===== config.mk =====
export PLATFORM = sky130hd
export DESIGN_NAME = rtport_rr_arbiter
export DESIGN_NICKNAME = d
export VERILOG_FILES = /design/src/rtl/rtport_rr_arbiter.sv
export SDC_FILE = /design/constraint.sdc
export NUM_CORES = 1
export LEC_CHECK = 0
export ABC_AREA = 1
export CELL_PAD_IN_SITES_DETAIL_PLACEMENT = 2
export CELL_PAD_IN_SITES_GLOBAL_PLACEMENT = 2
export CORE_UTILIZATION = 20
export CTS_CLUSTER_SIZE = 10
export DETAILED_ROUTE_END_ITERATION = 10
export PLACE_DENSITY_LB_ADDON = 0.1
export SYNTH_ARGS = -nofsm -noshare
export SYNTH_HDL_FRONTEND = slang
export SYNTH_SLANG_ARGS = --single-unit

===== constraint.sdc =====
create_clock -name clk -period 2.75 [get_ports clk]
set_input_delay 0.55 -clock clk [delete_from_list [all_inputs] [get_ports clk]]
set_output_delay 0.55 -clock clk [all_outputs]
set_load 0.02 [all_outputs]

===== src/rtl/rtport_rr_arbiter.sv =====
// ---------------------------------------------------------------------------
// rtport_rr_arbiter
//   Round-robin arbiter that shares one RTPort output link among N_REQ
//   requesters (the router's input ports). Both sides use a registered
//   4-phase req/ack handshake. The winning packet is latched on the grant
//   edge and forwarded unchanged until the transfer completes.
//
// Ports
//   clk          clock, all state on rising edge
//   rst          synchronous reset, active-high
//   req_i        per-source request (bit i = source i)
//   ack_i        per-source acknowledge, only the granted bit can be set
//   data_i       source i packet at [i*WIDTH +: WIDTH]
//   req_o        request to the shared output link
//   data_o       latched packet of the granted source
//   ack_o        acknowledge from the output link
//   grant_o      one-hot current grant, 0 when idle
//   busy_o       1 whenever the FSM is not idle
//   xfer_cnt_o   completed-transfer counter, wraps
// ---------------------------------------------------------------------------
module rtport_rr_arbiter #(
   parameter int unsigned N_REQ = 4,
   parameter int unsigned WIDTH = 34,
   parameter int unsigned CNT_W = 16
) (
   input  logic                     clk,
   input  logic                     rst,
   input  logic [N_REQ-1:0]         req_i,
   output logic [N_REQ-1:0]         ack_i,
   input  logic [N_REQ*WIDTH-1:0]   data_i,
   output logic                     req_o,
   output logic [WIDTH-1:0]         data_o,
   input  logic                     ack_o,
   output logic [N_REQ-1:0]         grant_o,
   output logic                     busy_o,
   output logic [CNT_W-1:0]         xfer_cnt_o
);

   localparam int unsigned IDX_W = (N_REQ > 1) ? $clog2(N_REQ) : 1;

   typedef enum logic [1:0] {
      ST_IDLE = 2'd0,
      ST_FWD  = 2'd1,
      ST_ACK  = 2'd2,
      ST_RTZ  = 2'd3
   } state_e;

   state_e             state_q, state_d;
   logic [IDX_W-1:0]   rr_ptr_q, rr_ptr_d;
   logic [IDX_W-1:0]   gnt_idx_q, gnt_idx_d;
   logic [N_REQ-1:0]   grant_q, grant_d;
   logic [WIDTH-1:0]   data_q, data_d;
   logic               req_q, req_d;
   logic [N_REQ-1:0]   ack_q, ack_d;
   logic [CNT_W-1:0]   cnt_q, cnt_d;
   logic               busy_q, busy_d;

   // Arbitration candidates, valid only while idle
   logic [2*N_REQ-1:0] req_dbl;
   logic [N_REQ-1:0]   req_rot;
   logic               pick_vld;
   logic [IDX_W-1:0]   pick_off;
   logic [IDX_W:0]     pick_sum;
   logic [IDX_W-1:0]   pick_idx;
   logic [N_REQ-1:0]   pick_oh;
   logic [WIDTH-1:0]   pick_data;
   logic [IDX_W-1:0]   ptr_next;

   // Rotate requests so bit 0 is the highest-priority source, then find the
   // first set bit; the offset is added back to rr_ptr modulo N_REQ.
   always_comb begin
      req_dbl  = {req_i, req_i} >> rr_ptr_q;
      req_rot  = req_dbl[N_REQ-1:0];
      pick_vld = 1'b0;
      pick_off = '0;
      for (int k = N_REQ - 1; k >= 0; k--) begin
         if (req_rot[k]) begin
            pick_vld = 1'b1;
            pick_off = IDX_W'(k);
         end
      end
      pick_sum = {1'b0, rr_ptr_q} + {1'b0, pick_off};
      if (pick_sum >= (IDX_W + 1)'(N_REQ)) begin
         pick_sum = pick_sum - (IDX_W + 1)'(N_REQ);
      end
      pick_idx = pick_sum[IDX_W-1:0];
   end

   // One-hot grant and packet select for the chosen source
   always_comb begin
      pick_oh   = '0;
      pick_data = '0;
      for (int k = 0; k < N_REQ; k++) begin
         if (pick_idx == IDX_W'(k)) begin
            pick_oh[k] = 1'b1;
            pick_data  = data_i[k*WIDTH +: WIDTH];
         end
      end
   end

   // Pointer moves past the last winner so it has lowest priority next
   always_comb begin
      if (gnt_idx_q == IDX_W'(N_REQ - 1)) begin
         ptr_next = '0;
      end else begin
         ptr_next = gnt_idx_q + IDX_W'(1);
      end
   end

   // Next-state and registered-output logic
   always_comb begin
      state_d   = state_q;
      rr_ptr_d  = rr_ptr_q;
      gnt_idx_d = gnt_idx_q;
      grant_d   = grant_q;
      data_d    = data_q;
      req_d     = req_q;
      ack_d     = ack_q;
      cnt_d     = cnt_q;

      unique case (state_q)
         ST_IDLE: begin
            if (pick_vld) begin
               gnt_idx_d = pick_idx;
               grant_d   = pick_oh;
               data_d    = pick_data;
               req_d     = 1'b1;
               state_d   = ST_FWD;
            end
         end
         ST_FWD: begin
            // A source dropping its request here is ignored; ACK exits next edge
            if (ack_o) begin
               ack_d   = grant_q;
               state_d = ST_ACK;
            end
         end
         ST_ACK: begin
            if ((req_i & grant_q) == '0) begin
               req_d   = 1'b0;
               state_d = ST_RTZ;
            end
         end
         ST_RTZ: begin
            if (!ack_o) begin
               ack_d    = '0;
               grant_d  = '0;
               rr_ptr_d = ptr_next;
               cnt_d    = cnt_q + CNT_W'(1);
               state_d  = ST_IDLE;
            end
         end
         default: begin
            state_d = ST_IDLE;
         end
      endcase

      busy_d = (state_d != ST_IDLE);
   end

   // State register
   always_ff @(posedge clk) begin
      if (rst) begin
         state_q   <= ST_IDLE;
         rr_ptr_q  <= '0;
         gnt_idx_q <= '0;
         grant_q   <= '0;
         data_q    <= '0;
         req_q     <= 1'b0;
         ack_q     <= '0;
         cnt_q     <= '0;
         busy_q    <= 1'b0;
      end else begin
         state_q   <= state_d;
         rr_ptr_q  <= rr_ptr_d;
         gnt_idx_q <= gnt_idx_d;
         grant_q   <= grant_d;
         data_q    <= data_d;
         req_q     <= req_d;
         ack_q     <= ack_d;
         cnt_q     <= cnt_d;
         busy_q    <= busy_d;
      end
   end

   assign ack_i      = ack_q;
   assign req_o      = req_q;
   assign data_o     = data_q;
   assign grant_o    = grant_q;
   assign busy_o     = busy_q;
   assign xfer_cnt_o = cnt_q;

endmodule


### After elaboration in Yosys (flattened, before gate mapping)

Cells that the tools add are included.

* add/subtract/negate cells: 4
* magnitude comparators: 1
* eq/ne operators: 11
* shifts and indexed selects: 1
* multiplexer cells: 31
* bitwise gates (word level): 2
* reductions and logical operators: 12

Operators by type and width (number)
* 34-bit 2-to-1 mux: 4
* 2-bit 2-to-1 mux: 10
* 16-bit by 1-bit adder with 16-bit output, second input constant: 1
* 4-bit one-hot mux with 2 select lines: 2
* 4-bit 2-to-1 mux: 3
* 2-bit equality test, second input constant: 5
* 1-bit 2-to-1 mux: 10
* 3-bit AND reduction: 3
* 2-bit inequality test, second input constant: 4
* 2-bit one-hot mux with 4 select lines: 1
* 2-bit nonzero test: 4
* 8-bit by 2-bit >> shifter with 4-bit output: 1
* 4-bit bitwise AND: 1
* 2-bit by 1-bit equality test with 1-bit output, second input constant: 2
* 2-bit logical NOT: 2
* 4-bit logical NOT: 1
* 2-bit AND reduction: 2
* 2-bit by 2-bit adder with 3-bit output: 1
* 3-bit greater-or-equal comparator, second input constant: 1
* 2-bit by 1-bit adder with 2-bit output, second input constant: 1
* 1-bit one-hot mux with 2 select lines: 1
* 2-bit by 1-bit subtractor with 2-bit output, second input constant: 1
* 1-bit NOT: 1

* flip-flop bits (word level): 66
* input port bits: 143
* output and inout port bits: 60
* word-level logic and storage cells: 71

### Logic depth before layout (Yosys ltp)

* word-level depth: 13
* depth in mapped cells: 16
* mapped depth without buffers: 15

### Worst setup path after synthesis

No wires, ideal clock.

* kind: input to register
* start point: input port req_i[1]
* end point: register data_q[15] (netlist: data_o[15])
* setup time: 0.119 ns
* data arrival time: 2.159 ns
* data required time: 2.631 ns
* setup slack: 0.471 ns
* stages on the path: 12
* buffers on the path: 2
* path through: nand2_1 > nand3_1 > nand2_1 > nand3_1 > a21boi_0 > ha_1 > inv_1 > clkbuf_1 > clkbuf_1 > nand4_1 > nand3_1 > a21oi_1

* cells in the longest elaborated chain, start to end: 13
* elaborated cells on any way between the ends: 22
* those cells by class: 2 x add/sub; 1 x order compare; 3 x eq/ne; 1 x shift; 13 x mux; 2 x reduce/logical

RTL lines
* start, declared: line 28 `input logic [N_REQ-1:0] req_i,`
* 8-bit by 2-bit >> shifter with 4-bit output *: line 72 `req_dbl = {req_i, req_i} >> rr_ptr_q;`
* 2-bit 2-to-1 mux (3 in series): line 77 `if (req_rot[k]) begin`
* 2-bit 2-to-1 mux *: line 77
* 2-bit by 2-bit adder with 3-bit output *: line 82 `pick_sum = {1'b0, rr_ptr_q} + {1'b0, pick_off};`
* 3-bit greater-or-equal comparator / 2-bit by 1-bit subtractor with 2-bit output (equally long branches): line 83, 84
* 2-bit 2-to-1 mux *: line 83 `if (pick_sum >= (IDX_W + 1)'(N_REQ)) begin`
* named net pick_sum[0]: line 63 `logic [IDX_W:0] pick_sum;`
* 2-bit logical NOT: line 94 `if (pick_idx == IDX_W'(k)) begin`
* 34-bit 2-to-1 mux (3 in series): line 94
* 34-bit 2-to-1 mux *: line 94
* end signal, assigned: line 178 `data_q <= data_d;`
* end, declared: line 52 `logic [WIDTH-1:0] data_q, data_d;`

The timed path passes the listed nets; every way through them passes the cells marked *.
A chain may end at the register's enable or synchronous reset.

### Final worst setup path

* start point: input port req_i[0]
* end point: register data_q[31] (netlist: data_o[31])

* cells in the longest elaborated chain, start to end: 13
* elaborated cells on any way between the ends: 22
* those cells by class: 2 x add/sub; 1 x order compare; 3 x eq/ne; 1 x shift; 13 x mux; 2 x reduce/logical

RTL lines (line)
* 8-bit by 2-bit >> shifter with 4-bit output *: 72
* 2-bit 2-to-1 mux (4 in series): 77
* 2-bit by 2-bit adder with 3-bit output: 82
* 3-bit greater-or-equal comparator / 2-bit by 1-bit subtractor with 2-bit output (equally long branches): 83, 84
* 2-bit 2-to-1 mux: 83
* 2-bit logical NOT: 94
* 34-bit 2-to-1 mux (4 in series): 94

Mark *: on every way between the ends. The rest lies on a longest branch, timed or not.

==> flow_summary.yaml <==
outcome:
  status: "finished, final reports clean"
cells_and_area:
  final_util_pct: 34.1
  seq_area_um2: 1320
  multiInputGateArea_um2: 2290
  num-fill-cells: 2306
  diodes: 0
  nets: 933
  area_growth_pct: 66.6
  layout-drive-gt1-share_pct: 6.82
worst_setup_path:
  end_kind: "flip-flop"
  crit_arrival_ns: 2.81
  reg2reg_from: "rr_ptr_q[0]"
  path_class: "input pin to flip-flop"
  reg2regPathDepth: 16
  cp.required_ns: 2.98
  regToRegSetupSlack_ns: 0.37
  reg2reg_to: "data_o[31]"
  startpoint_type: "input pin"
  crit_path_max_fanout: 22
pwr:
  p_leak_nw: 2.55
  p_seq_share_pct: 30.5
  switchingPower_mw: 1.32
  p_per_area_nw_per_um2: 562
  peakVddDrop_mv: 0.272
  p_sw_share_pct: 35.3
  internal_power_mw: 2.42
  p_total_mw: 3.74
  power_frac_comb_pct: 37.0
  pwr-share-clk_pct: 32.5
route:
  drtIter0Drc: 185
  dr.pass1.iters: 4
  wl_met1_um: 7770
  via_per_inst: 4.84
  vias: 5117
  wirelength_um: 18900
  drtAntennaViolNets: 0
  drc: 0
  wl_per_cell_um: 17.9
  wl_met2_um: 9470
  highest_layer: "met5"
  wl_met3_um: 1160
worst_hold_path:
  hold_path_startpoint: "ack_i[0]"
  holdPathEnd: "ack_i[0]"
  hold_class: "flip-flop to flip-flop"
  hold-path-cell-count: 2
timing:
  period_needed_ns: 2.58
  rsz0062_at_grt: "false"
  final.setup_skew_ns: 0.00952
  setup_ws_ns: 0.167
  fin_crit_sh_pct: 93.9
  drv_slew: 0
  relSlewSlack_pct: 65.2
  finalSetupViolCount: 0
  fmax_ghz: 0.387
  finalHoldViolCount: 0
  timing.hold.ws_ns: 0.471
  tightestPinTransition_ns: 0.518
yosys:
  netlist_area_um2: 4000
  ys_seq_elements: 66
  yosys_most_used_dff: "dfxtp_1"
  synthTopCellsByArea: "dfxtp_1, nand3_1, nand4_1, nor2_1, nand2_1"
  syn_nets: 754
  async_flop_share_pct: 0
  syn_avg_cell_area_um2: 6.57
  syn_inst: 608
  synth_warnings: 0
  synth_edf_count: 0
  synth_area_leader_cell: "dfxtp_1"
  synth_top_area_share_pct: 33.1
  ys_types: 32
  ys_top_cells_by_count: "nand3_1, nor2_1, nand2_1"
  synth_most_common_cell: "nand3_1"
  ys_seq_area_share_pct: 33.1
floorplanning:
  row_count: 51
  ios: 203
  die_y_um: 143
  fp.dieW_um: 143
  initial_utilization_pct: 20.5
  coreArea_um2: 19500
  die-area_um2: 20500
placed_design:
  dp_hpwl_um: 14200
  port_buffers: 202
  globalplace.congestion: 0.798
  preCtsSetupSlack_ns: -0.302
cts:
  cts_root_buf: "clkbuf_16"
  cts_tree: "built"
  insertion_delay_ns: 0.34
  clk_path_buf_depth: 2
  numCtsBuffers: 9
  cts_hold_buf: 0
  clkSlewWorstSetupHoldPaths_ns: 0.06
  htreeDepth: 3
  cts_sinks: 66
global_route:
  grt.overflow.total: 0
  antenna_found_initial: 1
  grt_pass1_vias: 5773
  grt_usage_pct: 18.8
  grt_max_degree: 50
  grt_pass1_wl_um: 29700
job:
  drv_cap: 0
-- cell usage in the layout, fill, tap and decap left out, drive strengths merged --
master         instances
o21a                   1
nand3                122
o21ai                 51
clkbuf                 9
a21boi                 1
nand2                 86
dfxtp                 66
xnor2                  3
nor2                  87
ha                     3
a21oi                 25
a22o                   1
nor4                   1
nor3b                  1
xor2                   3
nand3b                 1
nor3                   4
nand4                 68
clkinv                 2
clkinvlp               2
buf                   19
clkdlybuf4s50        202
bufinv                 1
a22oi                  1
inv                   32
-- worst max path at each step --
stage / startpoint / end / slack, ns / depth (start not counted)
2_1_floorplan: req_i[1] / data_o[15] / 0.47 / 12
3_3_place_gp: req_i[0] / data_o[18] / -0.17 / 14
3_5_place_dp: req_i[0] / data_o[24] / -0.30 / 15
4_1_cts: req_i[0] / data_o[31] / 0.003 / 15
5_1_grt: req_i[1] / data_o[5] / 0.006 / 16
6_report: req_i[0] / data_o[31] / 0.17 / 15
-- state kept, by name, indices dropped and copies added, names as in the netlist --
register	flops
ack_i	4
busy_o	1
data_o	34
gnt_idx_q	2
grant_o	4
req_o	1
rr_ptr_q	2
state_q	2
xfer_cnt_o	16
-- kinds of logic (layout without fill, tap and decap cells) --
logic type,Yosys count,in the layout,synth area share (%)
adder cells (fa/ha/maj),3,3,0.940
buffers and inverters,83,267,9.83
flip-flops,66,66,33.1
AO/OA/AOI/OAI,80,80,10.3
AND/OR/NAND/NOR,370,370,44.5
XOR/XNOR,6,6,1.32
-- worst max-delay path, stage by stage --
cell	delay [ns]
clkdlybuf4s50_1	0.54
nand2_1	0.11
nand3_1	0.11
nand2_1	0.08
a21boi_1	0.18
ha_2	0.22
xnor2_2	0.15
inv_1	0.12
nand2_4	0.12
nand2_4	0.09
buf_12	0.17
nand3_1	0.08
nand3_1	0.10
nor2_1	0.13
nor2_1	0.05
-- power by group through the flow --
stage	clock (mW)	sequential [mW]	combinational, mW
after floorplan	0	1.27	0.599
after global placement	0	1.16	1.37
after detailed placement	0	1.16	1.41
after CTS	1.26	1.14	1.41
after global routing	1.30	1.16	1.52
final	1.22	1.14	1.38
-- stage by stage --
| step | setup TNS, ns | instance area, um^2 | instances |
|---|---|---|---|
| 3_3_place_gp | -4.17 | 6340 | 1041 |
| 6_report | 0 | 6660 | 1057 |
| 5_1_grt | 0 | 6660 | 1057 |
| 2_1_floorplan | 0 | 4000 | 608 |
| 3_5_place_dp | -8.45 | 6340 | 1041 |
| 4_1_cts | 0 | 6640 | 1057 |
-- timing repair --
action | in CTS | in global routing
buffers inserted | 0 | 0
gates resized for setup | 0 | 4
endpoints found under the setup margin | 0 | 37
-- per-layer routing --
layer | global-route usage, % | vias up
met2 | 34.3 | 140
met3 | 5.03 | 32
met4 | 7.61 | 2
li1 | - | 2465
met5 | 0 | -
met1 | 20.4 | 2478
-- area by class of cell --
class                           instances  share of cell area [%]
Timing Repair Buffer                  221                    34.5
Sequential cell                        66                    19.9
Multi-Input combinational cell        459                    34.5
Clock inverter                          7                    1.15
Tap cell                              265                    4.98
Inverter                               30                    1.69
Clock buffer                            9                    3.38
No activity file was read; power rests on OpenSTA's default activity.
